File: config.mk
export PLATFORM = sky130hd
export DESIGN_NAME = qarma_round_engine
export DESIGN_NICKNAME = d
export VERILOG_FILES = /design/src/rtl/qarma_round_engine.sv
export SDC_FILE = /design/constraint.sdc
export NUM_CORES = 1
export LEC_CHECK = 0
export CAP_MARGIN = 15
export CORE_UTILIZATION = 62
export DETAILED_ROUTE_END_ITERATION = 10
export HOLD_SLACK_MARGIN = 0.06
export PLACE_DENSITY = 0.93
export SETUP_SLACK_MARGIN = 0.05
export SKIP_LAST_GASP = 1
export SLEW_MARGIN = 20
export SYNTH_ARGS = -nofsm -noshare
export SYNTH_HDL_FRONTEND = slang
export SYNTH_SLANG_ARGS = --single-unit
File: constraint.sdc
create_clock -name clk -period 7 [get_ports clk]
set_input_delay 1.4 -clock clk [delete_from_list [all_inputs] [get_ports clk]]
set_output_delay 1.4 -clock clk [all_outputs]
set_load 0.1 [all_outputs]
File: src/rtl/qarma_round_engine.sv
// QARMAv2-128 iterative round datapath: N_ROUNDS forward or inverse rounds,
// UNROLL rounds per clock, tweakeys fetched from an external schedule.
module qarma_sub_cells (
  input  logic [127:0] x_i,
  output logic [127:0] y_o
);
  function automatic logic [3:0] sbox(input logic [3:0] v);
    logic [3:0] r;
    case (v)
      4'h0: r = 4'h4;
      4'h1: r = 4'h7;
      4'h2: r = 4'h9;
      4'h3: r = 4'hb;
      4'h4: r = 4'hc;
      4'h5: r = 4'h6;
      4'h6: r = 4'he;
      4'h7: r = 4'hf;
      4'h8: r = 4'h0;
      4'h9: r = 4'h5;
      4'ha: r = 4'h1;
      4'hb: r = 4'hd;
      4'hc: r = 4'h8;
      4'hd: r = 4'h3;
      4'he: r = 4'h2;
      default: r = 4'ha;
    endcase
    return r;
  endfunction

  for (genvar i = 0; i < 32; i++) begin : g_cell
    assign y_o[4*i +: 4] = sbox(x_i[4*i +: 4]);
  end
endmodule

module qarma_inv_sub_cells (
  input  logic [127:0] x_i,
  output logic [127:0] y_o
);
  function automatic logic [3:0] isbox(input logic [3:0] v);
    logic [3:0] r;
    case (v)
      4'h0: r = 4'h8;
      4'h1: r = 4'ha;
      4'h2: r = 4'he;
      4'h3: r = 4'hd;
      4'h4: r = 4'h0;
      4'h5: r = 4'h9;
      4'h6: r = 4'h5;
      4'h7: r = 4'h1;
      4'h8: r = 4'hc;
      4'h9: r = 4'h2;
      4'ha: r = 4'hf;
      4'hb: r = 4'h3;
      4'hc: r = 4'h4;
      4'hd: r = 4'hb;
      4'he: r = 4'h6;
      default: r = 4'h7;
    endcase
    return r;
  endfunction

  for (genvar i = 0; i < 32; i++) begin : g_cell
    assign y_o[4*i +: 4] = isbox(x_i[4*i +: 4]);
  end
endmodule

module qarma_shuffle_cells (
  input  logic [127:0] x_i,
  output logic [127:0] y_o
);
  // Output cell i takes input cell (13*i+5) mod 32.
  for (genvar i = 0; i < 32; i++) begin : g_cell
    localparam int P = (13 * i + 5) % 32;
    assign y_o[4*i +: 4] = x_i[4*P +: 4];
  end
endmodule

module qarma_inv_shuffle_cells (
  input  logic [127:0] x_i,
  output logic [127:0] y_o
);
  for (genvar i = 0; i < 32; i++) begin : g_cell
    localparam int P = (13 * i + 5) % 32;
    assign y_o[4*P +: 4] = x_i[4*i +: 4];
  end
endmodule

module qarma_mix_columns (
  input  logic [127:0] x_i,
  output logic [127:0] y_o
);
  // circ(0, rho, rho^2, rho) per 4-cell column; the matrix is an involution.
  function automatic logic [3:0] rho(input logic [3:0] v);
    return {v[2:0], v[3]};
  endfunction

  function automatic logic [3:0] rho2(input logic [3:0] v);
    return {v[1:0], v[3:2]};
  endfunction

  for (genvar c = 0; c < 8; c++) begin : g_col
    for (genvar i = 0; i < 4; i++) begin : g_row
      localparam int A = 4 * c + (i + 1) % 4;
      localparam int B = 4 * c + (i + 2) % 4;
      localparam int C = 4 * c + (i + 3) % 4;
      assign y_o[4*(4*c+i) +: 4] = rho(x_i[4*A +: 4])
                                 ^ rho2(x_i[4*B +: 4])
                                 ^ rho(x_i[4*C +: 4]);
    end
  end
endmodule

module qarma_round_engine #(
  parameter int unsigned N_ROUNDS = 9,
  parameter int unsigned UNROLL   = 1,
  parameter int unsigned IDX_W    = 5
) (
  input  logic                      clk,
  input  logic                      rst,
  input  logic                      in_valid,
  output logic                      in_ready,
  input  logic [127:0]              in_data,
  input  logic                      in_inv,
  output logic [UNROLL*IDX_W-1:0]   tk_idx,
  input  logic [UNROLL*128-1:0]     tk_data,
  output logic                      out_valid,
  input  logic                      out_ready,
  output logic [127:0]              out_data,
  output logic                      busy
);
  typedef enum logic [1:0] {
    S_IDLE,
    S_RUN,
    S_DONE
  } state_e;

  localparam logic [IDX_W-1:0] LAST = IDX_W'(N_ROUNDS - 1);
  localparam logic [IDX_W-1:0] STEP = IDX_W'(UNROLL);
  localparam logic [IDX_W-1:0] NR   = IDX_W'(N_ROUNDS);

  state_e                  state_q, state_d;
  logic [IDX_W-1:0]        cnt_q, cnt_d;
  logic                    inv_q, inv_d;
  logic [127:0]            x_q, x_d;
  logic [127:0]            out_q, out_d;
  logic [UNROLL:0][127:0]  chain;
  logic [UNROLL*IDX_W-1:0] idx_run;

  assign chain[0] = x_q;

  for (genvar j = 0; j < UNROLL; j++) begin : g_slot
    logic [IDX_W-1:0] pos;
    logic [127:0]     tk;
    logic [127:0]     f_sh, f_mc, f_sb;
    logic [127:0]     i_sb, i_mc, i_sh;

    assign pos = cnt_q + IDX_W'(j);
    assign idx_run[j*IDX_W +: IDX_W] = inv_q ? LAST - pos : pos;
    assign tk = tk_data[j*128 +: 128];

    qarma_shuffle_cells u_f_sh (.x_i(tk ^ chain[j]), .y_o(f_sh));
    qarma_mix_columns   u_f_mc (.x_i(f_sh), .y_o(f_mc));
    qarma_sub_cells     u_f_sb (.x_i(f_mc), .y_o(f_sb));

    qarma_inv_sub_cells     u_i_sb (.x_i(chain[j]), .y_o(i_sb));
    qarma_mix_columns       u_i_mc (.x_i(i_sb), .y_o(i_mc));
    qarma_inv_shuffle_cells u_i_sh (.x_i(i_mc), .y_o(i_sh));

    assign chain[j+1] = inv_q ? (tk ^ i_sh) : f_sb;
  end

  always_ff @(posedge clk) begin
    if (rst) begin
      state_q <= S_IDLE;
      cnt_q   <= '0;
      inv_q   <= 1'b0;
      x_q     <= '0;
      out_q   <= '0;
    end else begin
      state_q <= state_d;
      cnt_q   <= cnt_d;
      inv_q   <= inv_d;
      x_q     <= x_d;
      out_q   <= out_d;
    end
  end

  always_comb begin
    state_d = state_q;
    cnt_d   = cnt_q;
    inv_d   = inv_q;
    x_d     = x_q;
    out_d   = out_q;
    unique case (state_q)
      S_IDLE: begin
        if (in_valid) begin
          x_d     = in_data;
          inv_d   = in_inv;
          cnt_d   = '0;
          state_d = S_RUN;
        end
      end
      S_RUN: begin
        x_d   = chain[UNROLL];
        cnt_d = cnt_q + STEP;
        if (cnt_d == NR) begin
          out_d   = chain[UNROLL];
          state_d = S_DONE;
        end
      end
      S_DONE: begin
        if (out_ready) state_d = S_IDLE;
      end
      default: state_d = S_IDLE;
    endcase
  end

  assign in_ready  = (state_q == S_IDLE);
  assign busy      = (state_q != S_IDLE);
  assign out_valid = (state_q == S_DONE);
  assign out_data  = out_q;
  assign tk_idx    = (state_q == S_RUN) ? idx_run : '0;
endmodule

==> results.toml, run 1 <==
[grt]
grt_max_degree = 137
grt_pass1_wl_microns = 176000
grt_use_met2_pct = 67.66
overflow = 0
grt.met3_usage_pct = 11.89
track_usage_pct = 44.48
busiest_layer = "met2"
groute.layer.met1.usage_pct = 55.82
grt_antenna_before_repair = 3
grt_pass1_vias = 28888

[timing]
setup_violations = 0
tightest_slew_ns = 1.135
slew_viol_final = 0
min_period_over_period_pct = 70.93
rsz0062_at_grt = "false"
finClkSkew_ns = 0.02464
fmaxAchievable_mhz = 201.4
final.setup.tns_ns = 0
slew_headroom_pct = 24.07
finalHoldViolCount = 0
layout_min_cycle_time_ns = 4.965

[yosys]
synth_cells = 3572
syn_nets = 4105
syn-cell-area_sq_um = 31880
async_flop_share_pct = 0
synth_area_per_cell_sq_um = 8.924
ys_types = 101
ys_ff_latch = 392
synth_ff_type = "dfxtp_1"
ys_seq_area_share_pct = 24.62
yosys_warnings = 0
synth_edf_count = 0

[clock_tree]
cts_tree = "done"
cts_setup_buffers = 0
h-tree-depth = 2
clk_pin_slew_ns = 0.07
clock-root-buffer = "clkbuf_16"
cts.path.max_buffers = 3
ctsResizeCount = 0
hold_buffers = 0
clk_latency_ns = 0.61
numClockSinks = 392
numCtsBuffers = 44

[finish]
area_delta_synth_final_pct = 18.94
nNetsFinal = 4406
layout_commonest_cell = "clkdlybuf4s50_1"
final_cell_mix = "clkdlybuf4s50_1 (395), dfxtp_1 (391), xnor2_1 (368)"
antenna_cells = 0
layout-drive-gt1-share_pct = 6.247
fill_cells = 3498

[critical_path]
arrival_ns = 5.43
critPathRequiredTime_ns = 7.46
worstSetupPathType = "input port to flip-flop"
startpoint_type = "input port"
crit_path_end_kind = "flip-flop"
worstPathMaxFanout = 29

[place]
place_congestion = 1.046
port_buffers = 396
dp_hpwl_microns = 88380

[power_and_ir_drop]
p_leak_uw = 0.01590
ir_drop_v = 0.0003054
power_uw = 20150
powerDensity_nw_per_um2 = 531.4

[floorplanning]
start_util_pct = 63.15
die_h_microns = 228.8
die_w_microns = 228.8
io_pins = 397
rows = 82
coreArea_sq_um = 50480
die_area_sq_um = 52330

[status]
status = "complete, no violations"

[route]
viasPerCell = 6.644
drt_iter0_drc = 3916
avgRoutedWirePerCell_microns = 26.17
vias = 30417
drt_first_pass_iters = 7
postRouteWirelength_microns = 119800
drcViolationCount = 0
drtAntennaViolNets = 0

[job]
maxCapViolCount = 0

[hold_path]
hold_path.class = "flip-flop to flip-flop"
power by group:
group / leakage [uW] / switching (uW) / internal, uW / total (uW)
Sequential: 0.00322 / 764 / 2810 / 3570
Clock: 0.000722 / 1050 / 1460 / 2500
Combinational: 0.0120 / 8020 / 6050 / 14100
Total: 0.0159 / 9840 / 10300 / 20100
registers in the layout, summed over array words and instances, names as in the netlist:
name               flops
state_q                2
out_data             128
x_q                  128
inv_q                  1
g_slot.u_i_sb.y_o    128
cnt_q                  5
Yosys cell counts (16+ instances only):
library cell | number | area [sq um]
xor3_1 | 24 | 570.6
a21oi_1 | 231 | 1156
a31oi_1 | 26 | 162.7
mux2i_1 | 83 | 830.8
o211ai_1 | 50 | 375.4
o22ai_1 | 24 | 150.1
mux2_2 | 23 | 259.0
clkbuf_1 | 128 | 480.5
nor3_1 | 51 | 255.2
dfxtp_1 | 392 | 7848
xor2_1 | 82 | 718.2
ha_1 | 272 | 3403
o21ai_0 | 130 | 650.6
o32ai_1 | 23 | 201.4
xnor2_1 | 368 | 3223
nor2_1 | 255 | 957.2
and3_1 | 32 | 200.2
and2_1 | 19 | 118.9
mux4_2 | 30 | 675.7
xnor3_1 | 100 | 2252
buf_1 | 36 | 135.1
nor3b_1 | 28 | 210.2
inv_1 | 231 | 867.1
nand2_1 | 327 | 1227
or2_2 | 16 | 100.1
nand3_1 | 36 | 180.2
o31ai_1 | 34 | 255.2
or3_1 | 24 | 150.1
a22o_1 | 18 | 157.7
o21a_1 | 29 | 217.7
a211oi_1 | 49 | 367.9
a22oi_1 | 76 | 570.6
critical path, stage by stage:
cell and delay [ns]:
clkdlybuf4s50_1 0.49, or3b_2 0.90, buf_4 0.48, nand2_1 0.13, nand2_1 0.11, o22ai_1 0.12, a311oi_1 0.78, inv_1 0.21
ha_1 0.29, nor4b_1 0.34, o21ai_0 0.15
logic make-up after synthesis:
group | after synthesis | synth area share (%)
buffers and inverters | 408 | 4.843
xor gates and xnor gates | 599 | 22.70
and+or+nand+nor | 870 | 12.48
muxes | 137 | 5.573
adders and majority gates | 272 | 10.68
AOI/OAI and AO/OA | 894 | 19.11
DFF | 392 | 24.62
metrics by stage:
stage               hold slack, ns  setup slack (ns)  cells  util [%]  instance area (sq um)
floorplan                   0.4742             2.257   3572         -                  31880
global placement            0.4405             1.731   4498     72.10                  36390
detailed placement          0.4464             1.669   4498     72.10                  36390
CTS                         0.4541             2.248   4577     75.07                  37900
global route                0.4719             1.986   4578     75.11                  37920
finish                      0.4543             2.035   4578     75.11                  37920
area by class of cell:
| cell class | instances | area, sq um | share of cell area (%) |
|---|---|---|---|
| Timing Repair Buffer | 427 | 4289 | 11.31 |
| Tap cell | 672 | 840.8 | 2.218 |
| Clock buffer | 58 | 1225 | 3.231 |
| Clock inverter | 21 | 277.8 | 0.7326 |
| Multi-Input combinational cell | 2772 | 22550 | 59.46 |
| Sequential cell | 392 | 7851 | 20.71 |
| Inverter | 236 | 885.9 | 2.336 |
routing by layer:
metal  up-vias  part of all wire [%]
met5         -                 0.022
met4         4                   7.8
met3       570                    14
met2      2406                    43
met1     14265                    36
li1      13172                     -
worst paths after layout:
| path | startpoint | end | slack (ns) | cells after the start |
|---|---|---|---|---|
| hold / removal | out_data[34] | out_data[34] | 0.45 | 2 |
| setup / recovery | in_valid | g_slot[0].u_i_sb.y_o[99] | 2.03 | 11 |
| hold reg to reg | out_data[34] | out_data[34] | 0.45 | 2 |
| setup reg to reg | state_q[0] | g_slot[0].u_i_sb.y_o[99] | 2.81 | 9 |
Power figures use the tool's default switching activity.
==> inputs of run 2 (changes only) <==
- CORE_UTILIZATION: 62 -> 52
- PLACE_DENSITY: 0.93 -> 0.83
- clock period: 7 -> 4.3 ns (I/O delays scaled with it)
==> run 2 against run 1 <==
Compared with the run above: total power up 74%; sequential power rose by 62%; critical path depth rose by 3; largest power group unchanged; global-route usage shrank 6.6 points; critical path type unchanged; utilization shrank 8.8 points; clock skew down 0.0066 ns; setup slack lost 1.9 ns.
==> results.toml, run 2 (synthesis results as in run 1) <==
[place]
dp_hpwl_microns = 94450
post_dp_cell_area_sq_um = 38510
dp_slack_ns = -0.2495
place_congestion = 1.016
port_buffers = 396

[clock_tree]
cts_tree = "done"
h-tree-depth = 2
cts_setup_buffers = 0
clock-root-buffer = "clkbuf_16"
clk_latency_ns = 0.60
numClockSinks = 392
cts.path.max_buffers = 3
clk_pin_slew_ns = 0.06
numCtsBuffers = 45
hold_buffers = 0

[timing]
slew_viol_final = 0
rsz0062_at_grt = "false"
fin_ws_ns = 0.1720
fmaxAchievable_mhz = 242.2
tightest_slew_ns = 1.126
finClkSkew_ns = 0.01806
finalHoldViolCount = 0
min_period_over_period_pct = 96.00
setup_violations = 0
holdWs_ns = 0.4493
layout_min_cycle_time_ns = 4.128
slew_headroom_pct = 24.31

[power_and_ir_drop]
internal-power_uw = 18570
ir_drop_v = 0.0003947
p_comb_share_pct = 71.4
switching_share_pct = 46.99
p_leak_uw = 0.01722
power_uw = 35040
pwr-share-seq_pct = 16.5
clockPowerShare_pct = 12.1
netSwitchingPower_uw = 16460
powerDensity_nw_per_um2 = 873.3

[finish]
multi_input_comb_area_sq_um = 22540
nNetsFinal = 4658
layout_commonest_cell = "dfxtp_1"
ff_latch_area_sq_um = 7851
final_cell_mix = "dfxtp_1 (391), clkdlybuf4s50_1 (390), xnor2_1 (368)"
post-route-util_pct = 66.34
fill_cells = 4775
design_area_sq_um = 40120
area_delta_synth_final_pct = 25.85
layout-drive-gt1-share_pct = 11.95

[status]
status = "complete, no violations"

[grt]
grt_pass1_vias = 28783
grt_antenna_before_repair = 6
grt_pass1_wl_microns = 178400
track_usage_pct = 37.85
overflow = 0
grt_max_degree = 109

[floorplanning]
rows = 90
die_h_microns = 249.6
coreArea_sq_um = 60470
die_area_sq_um = 62300
io_pins = 397
die_w_microns = 249.6
start_util_pct = 52.72

[job]
maxCapViolCount = 0

[route]
drcViolationCount = 0
avgRoutedWirePerCell_microns = 24.57
drt_first_pass_iters = 7
drtAntennaViolNets = 0
viasPerCell = 6.164
drt_iter0_drc = 3794
postRouteWirelength_microns = 121600
vias = 30492

[critical_path]
crit_slowest_cell = "a2111oi_0"
worstPathCellList = "clkdlybuf4s50_1 -> xor2_1 -> buf_4 -> xnor3_1 -> inv_1 -> ha_1 -> and3_2 -> a2111oi_0 -> o32a_1 -> buf_4 -> inv_1 -> ha_1 -> a31o_1 -> nor4_1"
worstPathMaxFanout = 5
slowest_delay_ns = 0.69
crit_buf_inv = 5
worstSetupPathType = "input port to flip-flop"
cp_top_family = "compound AO/OA/AOI/OAI gates"
critPathRequiredTime_ns = 4.80
arrival_ns = 4.63
startpoint_type = "input port"
crit_path_end_kind = "flip-flop"

[hold_path]
hold_path.class = "flip-flop to flip-flop"
[run 2: changes by cell type in the layout (fill, tap and decap cells not counted), sizes merged]
cell           delta
clkbuf           +10
clkinv            -1
buf             +256
clkdlybuf4s50     -5
clkinvlp          -6
diode             +5
[run 2: area by class of cell]
class	instances	share of cell area, %
antenna	5	0.03119
clock buffer	68	3.378
tap	782	2.439
sequential	392	19.57
clock inverter	14	0.5863
multi-input combinational	2772	56.18
timing repair buffer	678	15.61
inverter	236	2.208
[run 2: metal layers]
layer	track usage [%]	part of all wire, %	vias up
li1	-	-	13704
met1	48.57	39	14415
met2	58.22	43	1961
met3	9.408	12	408
met4	20.88	6.3	4
met5	0	0.020	-
[run 2: worst reg2reg max path, delay by kind of cell (launching register included)]
family | cells | cell delay, ns
AO/OA/AOI/OAI | 3 | 1.17
XOR/XNOR | 2 | 0.69
adder cells (fa/ha/maj) | 2 | 0.41
buffers and inverters | 4 | 0.54
flip-flops | 1 | 0.34
AND/OR/NAND/NOR | 2 | 0.39
[run 2: path summary, 6_finish.rpt]
path,cells after the start,to,slack [ns],start
setup / recovery,14,g_slot[0].u_i_sb.y_o[102],0.17,tk_data[18]
hold / removal,2,out_data[42],0.45,out_data[42]
setup reg to reg,13,g_slot[0].u_i_sb.y_o[102],0.66,x_q[18]
hold reg to reg,2,out_data[42],0.45,out_data[42]
[run 2: power groups by stage]
stage	logic, uW	clock network, uW	registers (uW)
after floorplan	16600	0	5240
after global placement	23600	0	5760
after detailed placement	24100	0	5770
after CTS	24300	4250	5700
after global routing	26700	4390	5780
final	25000	4250	5770
[run 2: through the flow]
step / TNS, ns / std cells
finish: 0 / 4947
global route: 0 / 4944
CTS: 0 / 4942
detailed placement: -1.202 / 4860
global placement: -0.9754 / 4860
floorplan: 0 / 3572
[run 2: repair_timing]
action                                  CTS  global route
endpoints found under the setup margin    0             1
resized for setup                         0             1
endpoints found under the hold margin     0             0
